[src/rtl/muldiv_sequencer_if.sv]
// EX-stage handshake bundle for the iterative multiply/divide unit.
// MULDIV_HILO_WRITE_EN adds the mthi/mtlo write port.
interface muldiv_sequencer_if #(
    parameter int WIDTH = 32
);
    logic             start;
    logic [1:0]       op;
    logic [WIDTH-1:0] rs_val;
    logic [WIDTH-1:0] rt_val;
    logic             hilo_read;
    logic             busy;
    logic             done;
    logic             div_by_zero;
    logic             stall;
    logic [WIDTH-1:0] hi;
    logic [WIDTH-1:0] lo;
`ifdef MULDIV_HILO_WRITE_EN
    logic             hi_wr;
    logic             lo_wr;
    logic [WIDTH-1:0] wr_data;

    modport master (
        output start, op, rs_val, rt_val, hilo_read,
        output hi_wr, lo_wr, wr_data,
        input  busy, done, div_by_zero, stall, hi, lo
    );
    modport slave (
        input  start, op, rs_val, rt_val, hilo_read,
        input  hi_wr, lo_wr, wr_data,
        output busy, done, div_by_zero, stall, hi, lo
    );
`else
    modport master (
        output start, op, rs_val, rt_val, hilo_read,
        input  busy, done, div_by_zero, stall, hi, lo
    );
    modport slave (
        input  start, op, rs_val, rt_val, hilo_read,
        output busy, done, div_by_zero, stall, hi, lo
    );
`endif
endinterface

[src/rtl/muldiv_sequencer.sv]
// Iterative mult/multu/div/divu sequencer owning HI/LO for the EX stage.
// Optional MULDIV_HILO_WRITE_EN enables mthi/mtlo writes when idle.
module muldiv_sequencer #(
    parameter int WIDTH = 32
) (
    input logic               clk,
    input logic               reset,
    muldiv_sequencer_if.slave bus
);
    localparam int CW = $clog2(WIDTH);

    typedef enum logic [2:0] {
        IDLE,
        PREP,
        RUN,
        FIX,
        DONE
    } state_t;

    state_t             state;
    state_t             state_nxt;
    logic [CW-1:0]      cnt;
    logic [1:0]         op_r;
    logic [WIDTH-1:0]   rs_r;
    logic [WIDTH-1:0]   rt_r;
    logic [WIDTH-1:0]   opnd;
    logic [2*WIDTH-1:0] acc;
    logic               neg_q;
    logic               neg_r;
    logic               dz;
    logic [WIDTH-1:0]   hi_r;
    logic [WIDTH-1:0]   lo_r;

    logic               is_div;
    logic               rs_neg;
    logic               rt_neg;
    logic [WIDTH-1:0]   abs_rs;
    logic [WIDTH-1:0]   abs_rt;
    logic               dz_cond;
    logic               busy;
    logic               accept;
    logic [WIDTH:0]     sum;

    assign is_div  = op_r[1];
    assign rs_neg  = ~op_r[0] & rs_r[WIDTH-1];
    assign rt_neg  = ~op_r[0] & rt_r[WIDTH-1];
    assign abs_rs  = rs_neg ? -rs_r : rs_r;
    assign abs_rt  = rt_neg ? -rt_r : rt_r;
    assign dz_cond = is_div & (rt_r == '0);
    assign busy    = (state == PREP) | (state == RUN) | (state == FIX);
    assign accept  = bus.start & ~busy;

    // Shared adder: trial subtract of shifted remainder, or partial-product add.
    always_comb begin
        sum = '0;
        if (is_div) begin
            sum = acc[2*WIDTH-1:WIDTH-1] - {1'b0, opnd};
        end else begin
            sum = {1'b0, acc[2*WIDTH-1:WIDTH]}
                + (acc[0] ? {1'b0, opnd} : '0);
        end
    end

    always_ff @(posedge clk) begin
        if (reset) state <= IDLE;
        else       state <= state_nxt;
    end

    always_comb begin
        state_nxt = state;
        unique case (state)
            IDLE:    if (bus.start) state_nxt = PREP;
            PREP:    state_nxt = dz_cond ? DONE : RUN;
            RUN:     if (cnt == CW'(WIDTH-1)) state_nxt = FIX;
            FIX:     state_nxt = DONE;
            DONE:    state_nxt = bus.start ? PREP : IDLE;
            default: state_nxt = IDLE;
        endcase
    end

    always_ff @(posedge clk) begin
        if (reset) begin
            cnt   <= '0;
            op_r  <= '0;
            rs_r  <= '0;
            rt_r  <= '0;
            opnd  <= '0;
            acc   <= '0;
            neg_q <= 1'b0;
            neg_r <= 1'b0;
            dz    <= 1'b0;
        end else begin
            if (accept) begin
                op_r <= bus.op;
                rs_r <= bus.rs_val;
                rt_r <= bus.rt_val;
                dz   <= 1'b0;
            end
            if (state == PREP) begin
                cnt   <= '0;
                neg_q <= rs_neg ^ rt_neg;
                neg_r <= rs_neg;
                dz    <= dz_cond;
                opnd  <= is_div ? abs_rt : abs_rs;
                acc   <= {{WIDTH{1'b0}}, is_div ? abs_rs : abs_rt};
            end
            if (state == RUN) begin
                cnt <= cnt + CW'(1);
                if (!is_div)
                    acc <= {sum, acc[WIDTH-1:1]};
                else if (sum[WIDTH])
                    acc <= {acc[2*WIDTH-2:0], 1'b0};
                else
                    acc <= {sum[WIDTH-1:0], acc[WIDTH-2:0], 1'b1};
            end
        end
    end

    always_ff @(posedge clk) begin
        if (reset) begin
            hi_r <= '0;
            lo_r <= '0;
        end else if (state == FIX) begin
            if (is_div) begin
                lo_r <= neg_q ? -acc[WIDTH-1:0] : acc[WIDTH-1:0];
                hi_r <= neg_r ? -acc[2*WIDTH-1:WIDTH]
                              : acc[2*WIDTH-1:WIDTH];
            end else begin
                {hi_r, lo_r} <= neg_q ? -acc : acc;
            end
        end else if (state == PREP && dz_cond) begin
            hi_r <= rs_r;
            lo_r <= '1;
        end
`ifdef MULDIV_HILO_WRITE_EN
        else if (!busy) begin
            if (bus.hi_wr) hi_r <= bus.wr_data;
            if (bus.lo_wr) lo_r <= bus.wr_data;
        end
`endif
    end

    assign bus.busy        = busy;
    assign bus.done        = (state == DONE);
    assign bus.div_by_zero = (state == DONE) & dz;
    assign bus.hi          = hi_r;
    assign bus.lo          = lo_r;
`ifdef MULDIV_HILO_WRITE_EN
    assign bus.stall = busy & (bus.start | bus.hilo_read
                             | bus.hi_wr | bus.lo_wr);
`else
    assign bus.stall = busy & (bus.start | bus.hilo_read);
`endif
endmodule

[src/flat_wrapper.sv]
// flat-port wrapper written by rule: the top's interface ports become plain ports
module muldiv_sequencer_flat 
#(
    parameter int WIDTH = 32
)
  (clk, reset, bus_start, bus_op, bus_rs_val, bus_rt_val, bus_hilo_read, bus_busy, bus_done, bus_div_by_zero, bus_stall, bus_hi, bus_lo);
  muldiv_sequencer_if #(.WIDTH(WIDTH)) bus_i ();
  input logic clk;
  input logic reset;
  input wire logic [$bits(bus_i.start)-1:0] bus_start;
  input wire logic [$bits(bus_i.op)-1:0] bus_op;
  input wire logic [$bits(bus_i.rs_val)-1:0] bus_rs_val;
  input wire logic [$bits(bus_i.rt_val)-1:0] bus_rt_val;
  input wire logic [$bits(bus_i.hilo_read)-1:0] bus_hilo_read;
  output wire logic [$bits(bus_i.busy)-1:0] bus_busy;
  output wire logic [$bits(bus_i.done)-1:0] bus_done;
  output wire logic [$bits(bus_i.div_by_zero)-1:0] bus_div_by_zero;
  output wire logic [$bits(bus_i.stall)-1:0] bus_stall;
  output wire logic [$bits(bus_i.hi)-1:0] bus_hi;
  output wire logic [$bits(bus_i.lo)-1:0] bus_lo;
  assign bus_i.start = bus_start;
  assign bus_i.op = bus_op;
  assign bus_i.rs_val = bus_rs_val;
  assign bus_i.rt_val = bus_rt_val;
  assign bus_i.hilo_read = bus_hilo_read;
  assign bus_busy = bus_i.busy;
  assign bus_done = bus_i.done;
  assign bus_div_by_zero = bus_i.div_by_zero;
  assign bus_stall = bus_i.stall;
  assign bus_hi = bus_i.hi;
  assign bus_lo = bus_i.lo;
  muldiv_sequencer #(.WIDTH(WIDTH)) u_core (.clk(clk), .reset(reset), .bus(bus_i));
endmodule
[config.mk]
export PLATFORM = sky130hd
export DESIGN_NAME = muldiv_sequencer_flat
export DESIGN_NICKNAME = d
export VERILOG_FILES = /design/src/rtl/muldiv_sequencer_if.sv /design/src/rtl/muldiv_sequencer.sv /design/src/flat_wrapper.sv
export SDC_FILE = /design/constraint.sdc
export NUM_CORES = 1
export LEC_CHECK = 0
export CORE_AREA = 2 2 235 214
export CTS_CLUSTER_DIAMETER = 40
export DETAILED_ROUTE_END_ITERATION = 10
export DIE_AREA = 0 0 237 216
export PLACE_DENSITY = 0.64
export SLEW_MARGIN = 25
export SYNTH_ARGS = -nofsm -noshare
export SYNTH_HDL_FRONTEND = slang
export SYNTH_SLANG_ARGS = --single-unit
[constraint.sdc]
create_clock -name clk -period 11.4 [get_ports clk]
set_input_delay 2.28 -clock clk [delete_from_list [all_inputs] [get_ports clk]]
set_output_delay 2.28 -clock clk [all_outputs]
set_load 0.02 [all_outputs]
# Yosys cells after proc, flatten, opt, wreduce, memory -nomap -nowiden
# Cells that the tools add are included.
[op_classes] bitwise_logic=12 n_mux=28 n_reduce_logical=7 n_eq_ne=7 n_addsub=8
[op_table] cell="32-bit 2-to-1 mux" n=13
[op_table] cell="64-bit 2-to-1 mux" n=5
[op_table] cell="32-bit negation" n=4
[op_table] cell="64-bit negation" n=1
[op_table] cell="32-bit by 33-bit adder with 33-bit output" n=1
[op_table] cell="33-bit 2-to-1 mux" n=1
[op_table] cell="33-bit by 32-bit subtractor with 33-bit output" n=1
[op_table] cell="32-bit logical NOT" n=1
[op_table] cell="3-bit one-hot mux with 5 select lines" n=1
[op_table] cell="5-bit 2-to-1 mux" n=2
[op_table] cell="3-bit 2-to-1 mux" n=3
[op_table] cell="1-bit AND" n=6
[op_table] cell="3-bit by 2-bit equality test with 1-bit output (second input constant)" n=2
[op_table] cell="2-bit nonzero test" n=3
[op_table] cell="5-bit by 1-bit adder with 5-bit output (second input constant)" n=1
[op_table] cell="5-bit equality test (second input constant)" n=1
[op_table] cell="2-bit inequality test (second input constant)" n=2
[op_table] cell="3-bit by 1-bit equality test with 1-bit output (second input constant)" n=1
[op_table] cell="3-bit equality test (second input constant)" n=1
[op_table] cell="3-bit logical NOT" n=1
[op_table] cell="1-bit 2-to-1 mux" n=3
[op_table] cell="1-bit OR" n=3
[op_table] cell="1-bit inverter" n=2
[op_table] cell="2-bit AND reduction" n=1
[op_table] cell="2 further kinds" n=2
[totals] regBits=237 inputBits=70 output_inout_bits=68 wordCells=74

# Longest topological paths before layout
[logic_depth] ltp_word=7 depth_mapped=17 ltp_nobuf=14

# Least setup slack after synthesis
# Ideal clock, no wire load.
[synth_path] path_kind="input to output" from="input bus_start" to="output bus_stall" cell_stages=1 t_arrival_ps=2516 required_ps=9120 slack_ps=6604 path_buffers=0 cell_sequence="o21a_1"
[synth_between] elab_chain_cells=2
[synth_rtl] element="start: declaration" line_no="flat_wrapper.sv:10" text="input wire logic [$bits(bus_i.start)-1:0] bus_start;"
[synth_rtl] element="1-bit OR" line_no="muldiv_sequencer.sv:152" text="assign bus.stall = busy & (bus.start | bus.hilo_read);"
[synth_rtl] element="1-bit AND" line_no="muldiv_sequencer.sv:152"
[synth_rtl] element="end: declaration" line_no="flat_wrapper.sv:18" text="output wire logic [$bits(bus_i.stall)-1:0] bus_stall;"
# No other way between the ends.

# Final worst setup path
# Ends and elaborated chain as after synthesis.

==> impl_summary.log <==
INFO  metric finish.cell_count_without_fillers = 2994
INFO  metric synth_top_area_share = 28.1%
INFO  metric share_seq_of_total_power = 33.7%
INFO  metric proportion_of_layout_cells_with_a_drive_suffix_above_1 = 5.97%
INFO  metric pwr-share-clk = 41.9%
INFO  metric holdCritPathClass = register to register
INFO  metric min_path_cells = 2
INFO  metric synth_to_final_area_change = 17.6%
INFO  metric height_of_the_die = 216 µm
INFO  metric worstPathMaxFanout = 4
INFO  metric ff_latch_area = 0.00475 mm²
INFO  metric synthDominantAreaCellType = sky130_fd_sc_hd__dfxtp_1
INFO  metric route.detailed.wl_per_inst = 21.0 µm
INFO  metric cts.htree.levels = 2
INFO  metric synthesis.area = 0.0169 mm²
INFO  metric number_of_enable_type_register_cells_in_the_synthesized_netlist = 0
INFO  metric post-route-util = 40.8%
INFO  metric io_pins = 138
INFO  metric routed_wl = 63000 µm
INFO  metric cts_root_buffer = sky130_fd_sc_hd__clkbuf_16
INFO  metric timing.max_cap.violations = 0
INFO  metric drt-initial-drc-count = 1842
INFO  metric crit_required = 9.12 ns
INFO  metric gp_routability_congestion = 1.01
INFO  metric synth_top_family_by_area = compound AO/OA/AOI/OAI gates
INFO  metric clkLatencyLatePin = 0.55 ns
INFO  metric period_needed = 5.87 ns
INFO  metric post_route_drc_violation_count = 0
INFO  metric synth-seq-area-share = 28.1%
INFO  metric post-layout-total-power = 2.74 mW
INFO  metric yosys_warnings = 0
INFO  metric period_share = 51.5%
INFO  metric clock_sink_count = 237
INFO  metric max_clock_freq = 0.170 GHz
INFO  metric synthesis.nets = 2446
INFO  metric yosysUniqueCellTypes = 82
INFO  metric ys_top_cells_by_count = sky130_fd_sc_hd__nand2_1 (339), sky130_fd_sc_hd__a21oi_1 (273), sky130_fd_sc_hd__nor2_1 (251)
INFO  metric synthSimpleGateAreaFrac = 22.1%
INFO  metric setup.worst_path.end_class = primary output
INFO  metric netlist_instances = 2304
INFO  metric cell_chain_critical_path = clkdlybuf4s50_1 -> o21a_1 -> clkdlybuf4s50_1
INFO  metric timing.clock.skew = 0.0308 ns
INFO  metric cts.path.max_buffers = 3
INFO  metric cell_with_the_most_instances_after_synthesis = sky130_fd_sc_hd__nand2_1
INFO  metric design.core.area = 0.0487 mm²
INFO  metric grt_start_max_net_pins = 111
INFO  metric synth-compound-area-share = 25.9%
INFO  metric muxShareOfSynthArea = 4.18%
INFO  metric port_buffers = 137
INFO  metric first_global_vias = 16300
INFO  metric power_frac_comb = 24.4%
INFO  metric intPower = 1.81 mW
INFO  metric cts_resized = 0
INFO  metric placementRows = 77
INFO  metric finalSetupViolCount = 0
INFO  metric initial_utilization = 34.7%
INFO  metric power_switching = 0.933 mW
INFO  metric outcome = complete, no violations
INFO  metric ys.flop_type = sky130_fd_sc_hd__dfxtp_1
INFO  metric clk_transition_reported_paths = 0.06 ns
INFO  metric crit_path_top_delay_cell = sky130_fd_sc_hd__clkdlybuf4s50_1
INFO  metric tritoncts.num_buffers = 37
INFO  metric fillCellCount = 4855
INFO  metric path_common_cell = sky130_fd_sc_hd__clkdlybuf4s50_1
INFO  metric antenna_violations_before_repair = 3
INFO  metric static-leakage-power = 7.67 nW
INFO  metric viasPerCell = 5.86
INFO  metric finalNetCount = 2475
INFO  metric final-max-slew-violation-count = 0
INFO  metric ff2ff_path_depth = 13
INFO  metric avgSynthCellArea = 7.33 µm²
INFO  metric post-dp-hpwl = 47500 µm
INFO  metric cts.repair_timing.setup_buffer_count = 0
INFO  metric power.density_cell_area = 138 mW/mm²
INFO  metric multiInputGateArea = 0.0113 mm²
INFO  metric cp-start-kind = input pin
INFO  metric chipWidth = 237 µm
INFO  metric arrival = 3.59 ns
INFO  metric ys_top_cells_by_area = sky130_fd_sc_hd__dfxtp_1 (28%), sky130_fd_sc_hd__a21oi_1 (8.1%), sky130_fd_sc_hd__nand2_1 (7.5%)
INFO  metric p_sw_share = 34.1%
INFO  metric grt.total_usage = 23.8%
INFO  metric setup_repair_after_global_routing_missed_its_margin = no
INFO  metric vdd.ir_drop.worst = 0.0000882 V
INFO  metric synth_xor_xnor_area_share = 8.91%
INFO  metric synth-seq-cells = 237
INFO  metric placed_cells_incl_taps = 2925
INFO  metric slew_headroom = 31.7%
INFO  metric synth_fa_ha_area_share = 5.42%
INFO  metric worst-setup-path-type = input pin to primary output
INFO  metric grt_first_pass_wirelength = 96000 µm
INFO  metric slowest_delay = 0.59 ns
INFO  metric final_cell_area = 0.0199 mm²
INFO  metric final.setup.tns = 0 ns
INFO  metric fp.dieArea = 0.0512 mm²
INFO  metric drt_first_pass_iters = 6
INFO  metric cts_hold_repair.buffers = 0
INFO  metric tightestPinTransition = 1.02 ns
INFO  metric final-hold-violation-count = 0
INFO  metric detailed_place.area = 0.0186 mm²
INFO  metric routed-via-count = 17500
INFO  metric antenna_left = 0
INFO  metric synthArstFlopShare = 0%
INFO  metric grt.overflow.total = 0
INFO  metric tritoncts_clock_tree = done
-- metal layers --
metal | share of wire (%) | up-vias | GRT usage [%]
met2 | 41 | 861 | 34.5
met4 | 3.4 | 2 | 8.42
li1 | - | 8277 | -
met1 | 45 | 8267 | 35.0
met5 | 0.017 | - | 0
met3 | 10 | 123 | 4.37
-- final cells by class --
type	instances	area share [%]
clock buffers	45	5.12
diodes	2	0.0252
well taps	632	3.98
multi-input cells	1834	56.9
flip-flops and latches	237	23.9
repair buffers	158	7.72
clock inverters	21	1.15
inverters	65	1.23
-- metrics by stage --
step / worst slack, ns / hold slack, ns
2_1_floorplan: 6.60 / 0.432
6_report: 5.53 / 0.458
3_5_place_dp: 5.52 / 0.448
4_1_cts: 5.52 / 0.456
3_3_place_gp: 5.50 / 0.444
5_1_grt: 5.46 / 0.482
-- flip-flops by register name (all words and copies together), names as in the netlist --
name	cells
u_core.cnt	5
u_core.neg_r	1
u_core.bus.hi	32
u_core.state	3
u_core.acc	64
u_core.op_r	2
u_core.rt_r	32
u_core.opnd	32
u_core.bus.lo	32
u_core.neg_q	1
u_core.dz	1
u_core.rs_r	32
-- layout by cell type (no fill, tap or decap), types with 9 or more instances in the layout --
cell type,instances
sky130_fd_sc_hd__or3_1,16
sky130_fd_sc_hd__o31ai_1,22
sky130_fd_sc_hd__buf_4,20
sky130_fd_sc_hd__mux2_2,9
sky130_fd_sc_hd__o211ai_1,33
sky130_fd_sc_hd__a211oi_1,27
sky130_fd_sc_hd__a311oi_1,23
sky130_fd_sc_hd__xor2_1,83
sky130_fd_sc_hd__nand2_1,339
sky130_fd_sc_hd__nand3_1,36
sky130_fd_sc_hd__nand2b_1,18
sky130_fd_sc_hd__a31oi_1,11
sky130_fd_sc_hd__nor4_1,16
sky130_fd_sc_hd__a21o_1,25
sky130_fd_sc_hd__xnor2_1,89
sky130_fd_sc_hd__a22oi_1,17
sky130_fd_sc_hd__ha_1,70
sky130_fd_sc_hd__and2_1,10
sky130_fd_sc_hd__inv_1,64
sky130_fd_sc_hd__or4_1,16
sky130_fd_sc_hd__mux2i_1,59
sky130_fd_sc_hd__o21ai_0,115
sky130_fd_sc_hd__nor3_1,43
sky130_fd_sc_hd__clkdlybuf4s50_1,136
sky130_fd_sc_hd__a21oi_1,273
sky130_fd_sc_hd__and3_1,22
sky130_fd_sc_hd__nor2b_1,19
sky130_fd_sc_hd__a221oi_1,34
sky130_fd_sc_hd__nor2_1,249
sky130_fd_sc_hd__o21a_1,13
sky130_fd_sc_hd__dfxtp_1,236
sky130_fd_sc_hd__o41ai_1,10
sky130_fd_sc_hd__clkbuf_16,38
sky130_fd_sc_hd__nand4_1,13
-- worst max-delay path: cells and delay by family --
family | cells | cell delay [ns]
compound gates | 1 | 0.15
buf+inv | 2 | 1.15
-- path summary, 6_finish.rpt --
kind,slack [ns],from,endpoint
max,5.53,bus_start,bus_stall
min,0.46,u_core.opnd[20],u_core.opnd[20]
max reg2reg,6.50,u_core.acc[32],u_core.acc[46]
min reg2reg,0.46,u_core.opnd[20],u_core.opnd[20]
-- power groups by stage --
| stage | Combinational (mW) | Clock [mW] | Sequential [mW] |
|---|---|---|---|
| after global routing | 0.722 | 1.20 | 0.926 |
| after global placement | 0.646 | 0 | 0.936 |
| after detailed placement | 0.649 | 0 | 0.938 |
| final | 0.670 | 1.15 | 0.922 |
| after floorplan | 0.458 | 0 | 0.916 |
| after CTS | 0.653 | 1.16 | 0.920 |
-- logic make-up after synthesis --
logic type	count (synthesis)
AO/OA/AOI/OAI	686
XOR/XNOR	172
adder cells (fa/ha/maj)	72
buffers and inverters	233
flip-flops	237
multiplexers	69
AND/OR/NAND/NOR	835
Power figures use the tool's default switching activity.
